`config.mk`:
```
export PLATFORM = sky130hd
export DESIGN_NAME = truth_table_sweeper
export DESIGN_NICKNAME = d
export VERILOG_FILES = /design/src/rtl/tt_sweep_pkg.sv /design/src/rtl/sync_2ff.sv /design/src/rtl/truth_table_sweeper.sv
export SDC_FILE = /design/constraint.sdc
export NUM_CORES = 1
export LEC_CHECK = 0
export ABC_AREA = 0
export CORE_MARGIN = 2
export CORE_UTILIZATION = 47
export DETAILED_ROUTE_END_ITERATION = 8
export PLACE_DENSITY = 0.75
export SLEW_MARGIN = 0
export SYNTH_ARGS = -nofsm -noshare
export SYNTH_HDL_FRONTEND = slang
export SYNTH_HIERARCHICAL = 1
export SYNTH_SLANG_ARGS = --single-unit
```
`constraint.sdc`:
```
create_clock -name clk -period 1.9 [get_ports clk]
set_input_delay 0.38 -clock clk [delete_from_list [all_inputs] [get_ports clk]]
set_output_delay 0.38 -clock clk [all_outputs]
set_load 0.03 [all_outputs]
```
`src/rtl/tt_sweep_pkg.sv`:
```
// Shared definitions for the truth-table sweeper.
//   state_e     : sweep FSM states
//   ROWS        : number of input combinations of a 3-input gate
//   SETTLE_MIN  : smallest hold time that still lets the synchronizer catch up
//   row_to_bit  : maps a row index {in1,in2,in3} to its bit in the hex gate name
package tt_sweep_pkg;

  typedef enum logic [1:0] {
    StIdle,
    StDrive,
    StSample,
    StDone
  } state_e;

  localparam int unsigned ROWS       = 8;
  localparam int unsigned SETTLE_MIN = 3;

  // Row 000 is the MSB of the gate name, row 111 the LSB.
  function automatic logic [2:0] row_to_bit(input logic [2:0] row);
    return 3'd7 - row;
  endfunction

endpackage

```
`src/rtl/sync_2ff.sv`:
```
// Two-flop synchronizer for a single asynchronous bit.
//   clk   : destination clock
//   rst_n : asynchronous active-low reset, both flops clear to 0
//   d_i   : asynchronous input
//   q_o   : synchronized output
module sync_2ff (
  input  logic clk,
  input  logic rst_n,
  input  logic d_i,
  output logic q_o
);

  logic meta_q;
  logic sync_q;

  always_ff @(posedge clk or negedge rst_n) begin
    if (!rst_n) begin
      meta_q <= 1'b0;
      sync_q <= 1'b0;
    end else begin
      meta_q <= d_i;
      sync_q <= meta_q;
    end
  end

  assign q_o = sync_q;

endmodule

```
`src/rtl/truth_table_sweeper.sv`:
```
// Drives a 3-input gate through all eight input rows, holds each row for SETTLE cycles,
// samples the gate output through a synchronizer and assembles the measured truth table
// in hex-name order, then compares it to a latched reference.
//   clk, rst_n        : clock, asynchronous active-low reset
//   start_i           : begin a sweep (accepted only when idle)
//   abort_i           : cancel a sweep in progress
//   expected_i        : reference truth table, latched on accepted start
//   gate_out_i        : gate output, asynchronous
//   in1_o/in2_o/in3_o : registered stimulus, {in1,in2,in3} = row
//   busy_o            : FSM not idle
//   done_o            : one-cycle pulse when the table is complete
//   tt_o              : measured truth table
//   tt_valid_o        : tt_o complete and paired with the latched reference
//   match_o           : tt_o equals the latched reference, gated by tt_valid_o
module truth_table_sweeper
  import tt_sweep_pkg::*;
#(
  parameter int unsigned SETTLE = 8
) (
  input  logic       clk,
  input  logic       rst_n,
  input  logic       start_i,
  input  logic       abort_i,
  input  logic [7:0] expected_i,
  input  logic       gate_out_i,
  output logic       in1_o,
  output logic       in2_o,
  output logic       in3_o,
  output logic       busy_o,
  output logic       done_o,
  output logic [7:0] tt_o,
  output logic       tt_valid_o,
  output logic       match_o
);

  if (SETTLE < SETTLE_MIN || SETTLE > 255) begin : g_bad_settle
    $fatal(1, "truth_table_sweeper: SETTLE must be in 3..255");
  end

  state_e     state_q, state_d;
  logic [2:0] row_q, row_d;
  logic [7:0] cnt_q, cnt_d;
  logic [7:0] tt_q, tt_d;
  logic       tt_valid_q, tt_valid_d;
  logic [7:0] exp_q, exp_d;
  logic       gate_sync;

  sync_2ff u_sync (
    .clk   (clk),
    .rst_n (rst_n),
    .d_i   (gate_out_i),
    .q_o   (gate_sync)
  );

  always_comb begin
    state_d    = state_q;
    row_d      = row_q;
    cnt_d      = cnt_q;
    tt_d       = tt_q;
    tt_valid_d = tt_valid_q;
    exp_d      = exp_q;
    unique case (state_q)
      StIdle: begin
        if (start_i) begin
          state_d    = StDrive;
          row_d      = 3'd0;
          cnt_d      = 8'd0;
          tt_d       = 8'd0;
          tt_valid_d = 1'b0;
          exp_d      = expected_i;
        end
      end
      StDrive: begin
        if (abort_i) begin
          state_d = StIdle;
          row_d   = 3'd0;
          cnt_d   = 8'd0;
        end else if (cnt_q == 8'(SETTLE - 1)) begin
          state_d = StSample;
        end else begin
          cnt_d = cnt_q + 8'd1;
        end
      end
      StSample: begin
        if (abort_i) begin
          // Partial table is kept but never flagged valid.
          state_d = StIdle;
          row_d   = 3'd0;
          cnt_d   = 8'd0;
        end else begin
          tt_d[row_to_bit(row_q)] = gate_sync;
          // Terminate before incrementing so the row counter never wraps.
          if (row_q == 3'(ROWS - 1)) begin
            state_d    = StDone;
            tt_valid_d = 1'b1;
          end else begin
            state_d = StDrive;
            row_d   = row_q + 3'd1;
            cnt_d   = 8'd0;
          end
        end
      end
      StDone: begin
        state_d = StIdle;
      end
      default: begin
        state_d = StIdle;
      end
    endcase
  end

  always_ff @(posedge clk or negedge rst_n) begin
    if (!rst_n) begin
      state_q    <= StIdle;
      row_q      <= 3'd0;
      cnt_q      <= 8'd0;
      tt_q       <= 8'd0;
      tt_valid_q <= 1'b0;
      exp_q      <= 8'd0;
    end else begin
      state_q    <= state_d;
      row_q      <= row_d;
      cnt_q      <= cnt_d;
      tt_q       <= tt_d;
      tt_valid_q <= tt_valid_d;
      exp_q      <= exp_d;
    end
  end

  assign in1_o      = row_q[2];
  assign in2_o      = row_q[1];
  assign in3_o      = row_q[0];
  assign busy_o     = (state_q != StIdle);
  assign done_o     = (state_q == StDone);
  assign tt_o       = tt_q;
  assign tt_valid_o = tt_valid_q;
  assign match_o    = tt_valid_q && (tt_q == exp_q);

endmodule

```
==> results of run 1 <==
==> power groups by stage <==
stage / Combinational, W / Sequential, W / Clock, W
after floorplan: 0.000143 / 0.000775 / 0
after global placement: 0.000231 / 0.000781 / 0
after detailed placement: 0.000240 / 0.000786 / 0
after CTS: 0.000245 / 0.000772 / 0.000521
after global routing: 0.000266 / 0.000778 / 0.000558
final: 0.000241 / 0.000771 / 0.000507
==> cell type report <==
type                            instances  share of cell area
Inverter                                1             0.00174
Tap cell                               46              0.0267
Timing Repair Buffer                   45               0.192
Clock buffer                            6              0.0192
Clock inverter                          2              0.0163
Sequential cell                        32               0.373
Multi-Input combinational cell        116               0.371
==> synth_stat cells, types with 2 or more instances <==
cell / n
dfrtp_1: 32
o21ai_0: 18
nand2_1: 12
mux2_2: 9
a21oi_1: 7
nand3_1: 7
a22o_1: 6
a31oi_1: 5
nor2_1: 5
xnor2_1: 5
clkbuf_1: 4
nor3_1: 4
and3_1: 3
ha_1: 3
nand2b_1: 3
nor2b_1: 3
xor2_1: 3
a21o_1: 2
buf_6: 2
nand4_1: 2
nor3b_1: 2
o31ai_1: 2
or4_1: 2
==> metrics by stage <==
step                 util  cells  total power [W]  hold slack, ps
floorplan               -    157         0.000918            84.4
finish              0.645    248          0.00152             367
global route        0.645    248          0.00160             382
CTS                 0.640    247          0.00154             371
detailed placement  0.616    239          0.00103             348
global placement    0.616    239          0.00101             335
==> repair_timing <==
item / 4_1_cts / 5_1_grt
gates resized for setup: 7 / 1
buffers inserted: 0 / 1
endpoints found under the setup margin: 6 / 2
==> sequential cells by signal, indices dropped and copies added (netlist names) <==
signal,flops
u_sync/q_o,1
tt_valid_o,1
state_q,2
u_sync/meta_q,1
cnt_q,8
exp_q,8
row_q,3
tt_o,8
==> final timing paths <==
path	end	start	cells after the start	slack [ps]
worst max-delay path	match_o	tt_o[0]	5	-60
worst min-delay path	u_sync/q_o	u_sync/meta_q	0	370
worst max register to register	cnt_q[5]	row_q[0]	6	90
worst min register to register	u_sync/q_o	u_sync/meta_q	0	370
max in group asynchronous	row_q[1]	rst_n	2	1150
min in group asynchronous	exp_q[6]	rst_n	2	420
==> worst reg2reg max path: stages (launching register included) <==
cell and delay (ps):
dfrtp_2 420, ha_2 200, ha_4 170, nor2b_1 140, o22a_4 240, or4_1 500
nand3_1 90
==> per-layer routing <==
| metal | share of wire | vias up |
|---|---|---|
| li1 | - | 668 |
| met2 | 0.49 | 34 |
| met1 | 0.43 | 657 |
| met3 | 0.055 | 9 |
| met5 | 0 | - |
| met4 | 0.022 | 0 |
==> logic make-up after synthesis <==
family | synth area share
AND/OR/NAND/NOR | 0.173
XOR/XNOR | 0.0429
buffers and inverters | 0.0330
adder cells (fa/ha/maj) | 0.0230
flip-flops | 0.491
AO/OA/AOI/OAI | 0.176
multiplexers | 0.0621
==> key figures, run 1 <==
Outcome
  • Status: complete, but fails checks
  • Failing checks: negative setup slack

Clock tree
  • Clock Latency Late Sink: 340 ps
  • TritonCTS clock tree: done
  • Hold_buf cts: 0
  • Total clock sinks: 32
  • Clock slew at reported path FFs: 100 ps
  • H-Tree Depth: 2
  • Root Driver: clkbuf_4
  • CTS Buf Count: 5
  • Clock tree buffer depth: 2

Logic synthesis
  • Post-synth EDFFs: 0
  • Sequential fraction of the synthesis area: 0.491
  • Ys Warns: 6
  • Post-synth top area cell: dfrtp_1
  • Synth cell types: 39
  • Post-synth top flop: dfrtp_1
  • Post-Syn Instances: 157
  • Number of synthesized register bits: 32
  • Syn Area/Cell: 10.4 sq um
  • Synth top area cells: dfrtp_1 (49%), mux2_2 (6.2%), o21ai_0 (5.5%), a22o_1 (3.2%), nand2_1 (2.8%)
  • Fraction of post-synthesis cell area in the top cell type by area: 0.491
  • Mapped Nets: 173
  • Asr flop ratio synth: 1.00
  • Netlist Area Pre-Place: 1630 sq um

Finish
  • # fillers: 290
  • Inserted Diodes: 0
  • Post-layout instance area: 2150 sq um
  • Layout cells sized above 1: 0.223
  • Register Area: 803 sq um
  • Layout area overhead: 31.9%
  • Most common cell after layout, fill and taps aside: dfrtp_1
  • Most frequent cells in the layout: dfrtp_1 (30), clkdlybuf4s50_1 (21), o21ai_0 (18)
  • Multi-input logic area: 798 sq um
  • Nets: 217

Flow run
  • Maxcap violations: 0

Global route
  • Tot GR Track Use: 0.206
  • Met3 Track Usage GR: 0.0649
  • First-pass GRT wire length: 6370 microns
  • Largest net degree at the start of global routing: 33
  • GRT Max-Usage Layer: met2
  • Grt total ovfl: 0
  • M1 GR Usage: 0.245
  • Met2 usage: 0.342
  • Initial antenna violation count: 0
  • Vias in the first global route: 1384

Placement
  • Post-DP HPWL: 2600 microns
  • Count of input and output buffers: 27
  • Post-placement cell area: 2050 sq um
  • Placer Congestion: 0.819
  • Setup WS pre-CTS: -32.5 ps

Worst setup path
  • Critical path buffers and inverters: 1
  • CP endpoint kind: primary output
  • CP max stage delay: 420 ps
  • Crit Path Class: reg2out
  • CP cell instances: xnor2_1 > nand4_1 > nor4_2 > and3_1 > buf_6
  • Crit-path leading delay family: simple AND/OR/NAND/NOR gates
  • Worst setup SP type: flip-flop
  • Worst Path Max Fanout: 3
  • Critical path arrival: 1580 ps
  • Critical Path RT: 1520 ps
  • CP max-delay cell: dfrtp_1

Drt
  • Drt wl/cell: 14.2 microns
  • Total iterations of the first detailed-routing run: 4
  • Via count: 1368
  • Vias per cell: 5.52
  • Residual DRC: 0
  • ANT nets after route: 0
  • Drt initial violations: 52
  • Detailed Route WL: 3530 microns

Die
  • Io pins: 28
  • Core box area: 3340 sq um
  • DIE HEIGHT: 62.9 microns
  • Total Die Area: 3960 sq um
  • Die width: 62.9 microns
  • # rows: 21
  • Initial core utilization: 0.489

Pwr
  • Power Internal: 0.00114 W
  • Pwr Density: 706 nW/um^2
  • Switching share of power: 0.247
  • Clock network power share: 0.334
  • Reg power frac: 0.508
  • Switching power: 0.000376 W
  • Combinational power share: 0.159
  • VDD IR max: 507 uV
  • Leakage: 0.963 nW

STA
  • Slew Limit Fails: 0
  • RSZ-0062 raised after global routing: yes
  • Post-layout minimum cycle time: 1960 ps
  • Slew @ Worst Pin: 392 ps
  • Final period util: 1.03
  • Worst Skew: 5.39 ps
  • Achievable Freq: 510 MHz
  • Final setup violating endpoints: 1
  • Final Hold Fails: 0
  • Worst setup margin: -59.2 ps
  • Worst slew margin: 0.739
  • Setup_tns: -59.2 ps

Min path
  • Min-Delay Path Class: reg2reg
No activity file was read; power rests on OpenSTA's default activity.
==> inputs of run 2 (changes only) <==
Settings changed: CORE_ASPECT_RATIO set to 1.5.
==> run 2 against run 1 <==
  * The run still ends with negative setup slack left
  * Largest power group unchanged
  * Clock skew shrank 1.4 ps
  * Sequential power is essentially flat
  * Cell count shrank 2.8%
==> key figures, run 2 (synthesis results as in run 1) <==
Outcome
  • Status: complete, but fails checks
  • Failing checks: negative setup slack

Clock tree
  • Clock Latency Late Sink: 280 ps
  • H-Tree Depth: 2
  • Clock slew at reported path FFs: 60 ps
  • TritonCTS clock tree: done
  • Clock tree buffer depth: 2
  • Post-CTS setup buffers: 0
  • Total clock sinks: 32
  • CTS Buf Count: 5
  • Hold_buf cts: 0
  • Root Driver: clkbuf_8

Die
  • # rows: 26
  • Die width: 52.1 microns
  • Core box area: 3350 sq um
  • Initial core utilization: 0.487
  • Total Die Area: 3970 sq um
  • Io pins: 28
  • DIE HEIGHT: 76.2 microns

Finish
  • Layout area overhead: 30.9%
  • Most common cell after layout, fill and taps aside: dfrtp_1
  • Most frequent cells in the layout: dfrtp_1 (30), clkdlybuf4s50_1 (21), o21ai_0 (18)
  • Non-Filler Instances: 241
  • Nets: 214
  • Inserted Diodes: 0
  • Final Util: 0.637
  • Layout cells sized above 1: 0.206
  • Post-layout instance area: 2140 sq um

Worst setup path
  • Critical path arrival: 1540 ps
  • CP cell instances: xnor2_1 > nand4_1 > nor4_2 > and3_1 > buf_6
  • CP endpoint kind: primary output
  • Critical Path RT: 1520 ps
  • CP max-delay cell: dfrtp_1
  • Worst Path Max Fanout: 3
  • Crit-path leading delay family: simple AND/OR/NAND/NOR gates
  • R2R Setup Slk: 60 ps
  • Critical path buffers and inverters: 1
  • Crit Path Class: reg2out
  • CP max stage delay: 420 ps
  • Worst setup SP type: flip-flop

STA
  • Hold_ws: 347 ps
  • Worst slew margin: 0.700
  • RSZ-0062 raised after global routing: yes
  • Setup_tns: -21.5 ps
  • Final period util: 1.01
  • Final Hold Fails: 0
  • Slew @ Worst Pin: 447 ps
  • Achievable Freq: 520 MHz
  • Slew Limit Fails: 0
  • Worst setup margin: -21.5 ps
  • Post-layout minimum cycle time: 1920 ps
  • Worst Skew: 4.03 ps
  • Final setup violating endpoints: 1

Pwr
  • Leakage: 0.978 nW
  • VDD IR max: 500 uV
  • Pwr Density: 722 nW/um^2

Drt
  • ANT nets after route: 0
  • Drt wl/cell: 16.2 microns
  • Vias per cell: 5.89
  • Detailed Route WL: 3910 microns
  • Residual DRC: 0
  • Total iterations of the first detailed-routing run: 4
  • Via count: 1419
  • Drt initial violations: 37

Global route
  • Largest net degree at the start of global routing: 33
  • Initial antenna violation count: 0
  • First-pass GRT wire length: 6490 microns
  • Tot GR Track Use: 0.218
  • Grt total ovfl: 0
  • Vias in the first global route: 1491

Placement
  • Post-placement cell area: 2030 sq um
  • Placer Congestion: 0.908
  • Post-DP HPWL: 2930 microns
  • Cell total after placement: 233
  • Count of input and output buffers: 27

Flow run
  • Maxcap violations: 0

Min path
  • Min-Delay Path Class: reg2reg
[run 2: cell types whose count changed in the layout (fill, tap and decap cells not counted), sizes merged]
| cell | before | now |
|---|---|---|
| buf | 19 | 16 |
| bufinv | 1 | 0 |
| clkbuf | 6 | 8 |
| clkinv | 1 | 0 |
| dlygate4sd2 | 5 | 3 |
| dlymetal6s2s | 0 | 2 |
[run 2: area by class of cell]
class / instances / area (sq um)
fill: 265 / 1210
sequential: 32 / 803
multi-input combinational: 116 / 788
timing repair buffer: 42 / 398
clock buffer: 8 / 90.1
tap: 42 / 52.6
inverter: 1 / 3.75
[run 2: final timing paths]
| check | start | endpoint | depth (start not counted) |
|---|---|---|---|
| worst max-delay path | tt_o[3] | match_o | 5 |
| worst min-delay path | u_sync/meta_q | u_sync/q_o | 0 |
| worst max register to register | row_q[0] | cnt_q[5] | 6 |
| worst min register to register | u_sync/meta_q | u_sync/q_o | 0 |
| max in group asynchronous | rst_n | row_q[0] | 2 |
| min in group asynchronous | rst_n | exp_q[6] | 2 |
[run 2: worst reg2reg max path, delay by kind of cell, from the launching register on]
kind            cells  cell delay [ps]
fa+ha+maj           2              370
simple gates        3              770
flops               1              410
compound gates      1              230
[run 2: report_power, final]
| group | switching (W) | total, W | internal (W) |
|---|---|---|---|
| Clock | 0.000236 | 0.000530 | 0.000295 |
| Sequential | 0.0000416 | 0.000774 | 0.000732 |
| Combinational | 0.000105 | 0.000238 | 0.000133 |
[run 2: routing by layer]
metal / part of all wire / global-route usage
met1: 0.36 / 0.222
met2: 0.57 / 0.386
met3: 0.047 / 0.0451
met4: 0.019 / 0.134
met5: 0 / 0
[run 2: timing repair]
action / 4_1_cts / 5_1_grt
cloned: 0 / 0
gates resized for setup: 4 / 3
endpoints found under the setup margin: 4 / 3
[run 2: stage by stage]
step | setup WS [ps] | power (W)
after floorplan | 22.7 | 0.000918
after global placement | -54.8 | 0.00101
after detailed placement | -135 | 0.00103
after CTS | -65.5 | 0.00156
after global routing | -98.3 | 0.00162
final | -21.5 | 0.00154
==> RTL edit 1, RTL diff (config.mk and constraints of run 2) <==
Take the reset off `tt_q` and load it in a clocked block of its own.
--- a/src/rtl/truth_table_sweeper.sv
+++ b/src/rtl/truth_table_sweeper.sv
@@ -115,5 +115,4 @@
       row_q      <= 3'd0;
       cnt_q      <= 8'd0;
-      tt_q       <= 8'd0;
       tt_valid_q <= 1'b0;
       exp_q      <= 8'd0;
@@ -122,8 +121,11 @@
       row_q      <= row_d;
       cnt_q      <= cnt_d;
-      tt_q       <= tt_d;
       tt_valid_q <= tt_valid_d;
       exp_q      <= exp_d;
     end
+  end
+
+  always_ff @(posedge clk) begin
+    tt_q <= tt_d;
   end
 
Formal check against the unedited RTL: no difference found for any inputs over 10 cycles, from zero or initial values and one cycle with rst_n low; that may be too few to reach the edited logic, so the function may still have changed.
==> RTL edit 1 against run 2 <==
  * Setup slack improved by 68 ps
  * Wire length decreased by 2.9%
  * Critical path depth decreased by 1
  * Design area increased by 3.5%
  * Sequential cell count unchanged
  * Count of clock-buffer cells in the layout unchanged
  * Synthesized area increased by 2.8%
  * Synthesized cell count unchanged
Power is not compared: it rests on default switching activity, and its combinational part moved more than twofold at a synthesized area within 25%.
==> RTL edit 1: results <==
export IMPL_status="finished, final reports clean"
export IMPL_place_ws_ps=-150
export IMPL_bufAreaShareNonClock_pct=18.1
export IMPL_cpMaxStageDelayCell="edfxtp_1"
export IMPL_synth_async_reset_ratio_pct=75.0
export IMPL_switching_share_pct=36.0
export IMPL_seq_cells=32
export IMPL_drive_gt1_share_pct=22.6
export IMPL_clockBufferDepth=2
export IMPL_critPathTopFamily="flip-flops"
export IMPL_antenna_found_initial=0
export IMPL_multi_input_area_share_pct=36.3
export IMPL_grt_pass1_vias=1361
export IMPL_wire_per_inst_um=15.8
export IMPL_grt_usage_pct=20.1
export IMPL_coreArea_mm2=0.00342
export IMPL_grt_max_degree=25
export IMPL_dp_cells=229
export IMPL_cts_made_buffers=5
export IMPL_holdWs_ps=353
export IMPL_syn_nets=173
export IMPL_antennaDiodeCount=0
export IMPL_n_all_buffers=44
export IMPL_crit_start="tt_o[4]"
export IMPL_hp_class="flop to flop"
export IMPL_worstSkewPairLatency_ps=290
export IMPL_syn_avg_cell_area_um2=10.7
export IMPL_max_stage_delay_ps=430
export IMPL_grt_pass1_wl_mm=6.04
export IMPL_inv_count=3
export IMPL_synth_enable_flop_cells=8
export IMPL_min_path_cells=0
export IMPL_drtIter0Drc=32
export IMPL_root_buffer="clkbuf_8"
export IMPL_p_seq_mw=1.09
export IMPL_gp_congestion=0.855
export IMPL_tns_ps=0
export IMPL_synthToLayoutAreaGrowth_pct=31.8
export IMPL_irDropWorstVdd_uv=823
export IMPL_fin_cells=241
export IMPL_hold_start="u_sync/meta_q"
export IMPL_worstSetupEndpoint="match_o"
export IMPL_synth_distinct_cells=40
export IMPL_clkCellAreaFrac_pct=4.53
export IMPL_vias=1336
export IMPL_netlist_top_cells_area="dfrtp_1 (36%), edfxtp_1 (14%), mux2_2 (5.4%)"
export IMPL_r2r_start="row_q[1]"
export IMPL_numPortBuffers=27
export IMPL_nFillCells=295
export IMPL_ys_seq_area_share_pct=50.1
export IMPL_dpl_cell_area_mm2=0.00205
export IMPL_ys_top_cells_by_count="dfrtp_1 (24), nor2_1 (18), nand2_1 (13)"
export IMPL_fin_ws_ps=46.9
export IMPL_seq_share_pct=38.1
export IMPL_multi_input_cells=112
export IMPL_finClkSkew_ps=12.3
export IMPL_place_hpwl_mm=2.75
export IMPL_maxSlewHeadroom_pct=76.0
export IMPL_cp_arrival_ps=1470
export IMPL_reg2reg_to="cnt_q[3]"
## RTL edit 1: repair_timing
| item | in CTS | in global routing |
|---|---|---|
| setup buffers | 1 | 3 |
| hold endpoints to repair | 0 | 0 |
| resized for setup | 3 | 7 |
| pin swaps | 1 | 8 |
| setup endpoints to repair | 3 | 5 |
## RTL edit 1: cells by family (layout without fill, tap and decap cells)
family / count (synthesis) / count (layout) / synth area share (%)
buffers and inverters: 13 / 55 / 3.95
AND/OR/NAND/NOR: 58 / 58 / 18.3
multiplexers: 16 / 16 / 10.1
AO/OA/AOI/OAI: 25 / 25 / 10.1
adder cells (fa/ha/maj): 3 / 3 / 2.24
flip-flops: 32 / 32 / 50.1
XOR/XNOR: 10 / 10 / 5.22
## RTL edit 1: metal layers
layer,global-route usage [%],wire [µm],part of all wire [%]
met3,4.28,133,3.5
met1,20.4,1400,37
met5,0,0,0
met2,36.6,2180,57
met4,10.0,84,2.2
==> RTL edit 2, RTL diff (flow settings as in run 2) <==
Without the edit above. `SETTLE`: 8 -> 4.
--- a/src/rtl/truth_table_sweeper.sv
+++ b/src/rtl/truth_table_sweeper.sv
@@ -16,5 +16,5 @@
   import tt_sweep_pkg::*;
 #(
-  parameter int unsigned SETTLE = 8
+  parameter int unsigned SETTLE = 4
 ) (
   input  logic       clk,
Function: changed (Yosys sat finds a counterexample within 10 cycles, from zero or initial values and one cycle with rst_n low).
==> RTL edit 2 against run 2 <==
  * The flow still finishes with violations (negative setup slack)
  * Worst hold slack hardly changed
  * Power is 14% higher
  * Design area is 4.8% higher
  * Sequential cell count stayed put
  * Die area is 0.14% lower
  * Setup slack worse by 6.0 ps
  * Cell count is 1.7% higher
  * Wire length is 1.9% lower
  * Synthesized area is 0.15% lower
  * Critical path type unchanged
==> RTL edit 2: results <==
export IMPL_status="complete, but fails checks"
export IMPL_violations="negative setup slack"
export IMPL_reg2reg_depth=7
export IMPL_powerComb_uw=333
export IMPL_cts_resized=9
export IMPL_finClkSkew_ps=4.80
export IMPL_drtIter0Drc=40
export IMPL_dp_cells=235
export IMPL_crit_fanout=2
export IMPL_fin_nets=218
export IMPL_finalSetupViolCount=1
export IMPL_routed_via_density=5.52
export IMPL_tns_ps=-27.5
export IMPL_ys_top_cells_by_count="dfrtp_1 (32), o21ai_0 (19), nand2_1 (11)"
export IMPL_ys_seq_area_share_pct=49.2
export IMPL_crit_start="exp_q[3]"
export IMPL_synth_distinct_cells=43
export IMPL_synth_cells=156
export IMPL_max_stage_delay_ps=400
export IMPL_fin_ws_ps=-27.5
export IMPL_grt_usage_pct=21.2
export IMPL_power_density_mw_per_mm2=786
export IMPL_drive_gt1_share_pct=26.6
export IMPL_wire_per_inst_um=15.6
export IMPL_routed_wl_mm=3.83
export IMPL_worstMarginPinSlew_ps=396
RTL edit 2: changes by cell type in the layout (fill, tap and decap cells not counted), sizes merged, moves of 3 or more:
| cell | delta |
|---|---|
| nand2b | +3 |
| o21a | +3 |
| inv | +4 |
| nor3 | -3 |
| a22o | -5 |
RTL edit 2: kinds of logic (layout without fill, tap and decap cells):
family / count (synthesis) / after routing / synth area share, %
AO/OA/AOI/OAI: 46 / 46 / 17.6
XOR/XNOR: 9 / 9 / 4.84
adder cells (fa/ha/maj): 3 / 3 / 2.30
buffers and inverters: 10 / 57 / 2.38
flip-flops: 32 / 32 / 49.2
multiplexers: 9 / 9 / 6.22
AND/OR/NAND/NOR: 47 / 47 / 17.5
RTL edit 2: critical path: cells and delay by family, from the launching register on:
kind	cells	cell delay, ps
DFF	1	400
xor gates and xnor gates	1	170
and+or+nand+nor	3	570
buffers and inverters	1	130
RTL edit 2: routing by layer:
metal	vias to the layer above	global-route usage, %	wire [µm]
li1	658	-	-
met1	646	21.2	1410
met2	38	38.5	2180
met3	10	3.92	129
met4	0	11.8	116
met5	-	0	0
RTL edit 2: layout make-up:
type | instances | area share [%]
Inverter | 5 | 0.838
Clock inverter | 2 | 1.57
Multi-Input combinational cell | 114 | 37.8
Sequential cell | 32 | 35.9
Timing Repair Buffer | 44 | 18.3
Tap cell | 42 | 2.35
Clock buffer | 6 | 3.24
RTL edit 2: how the worst max path moves through the flow:
stage | end | slack, ps | cells past startpoint
2_1_floorplan | cnt_q[5] | 30 | 6
3_3_place_gp | cnt_q[5] | 3 | 5
3_5_place_dp | cnt_q[5] | -50 | 5
4_1_cts | match_o | -70 | 5
5_1_grt | match_o | -110 | 5
6_report | match_o | -30 | 5
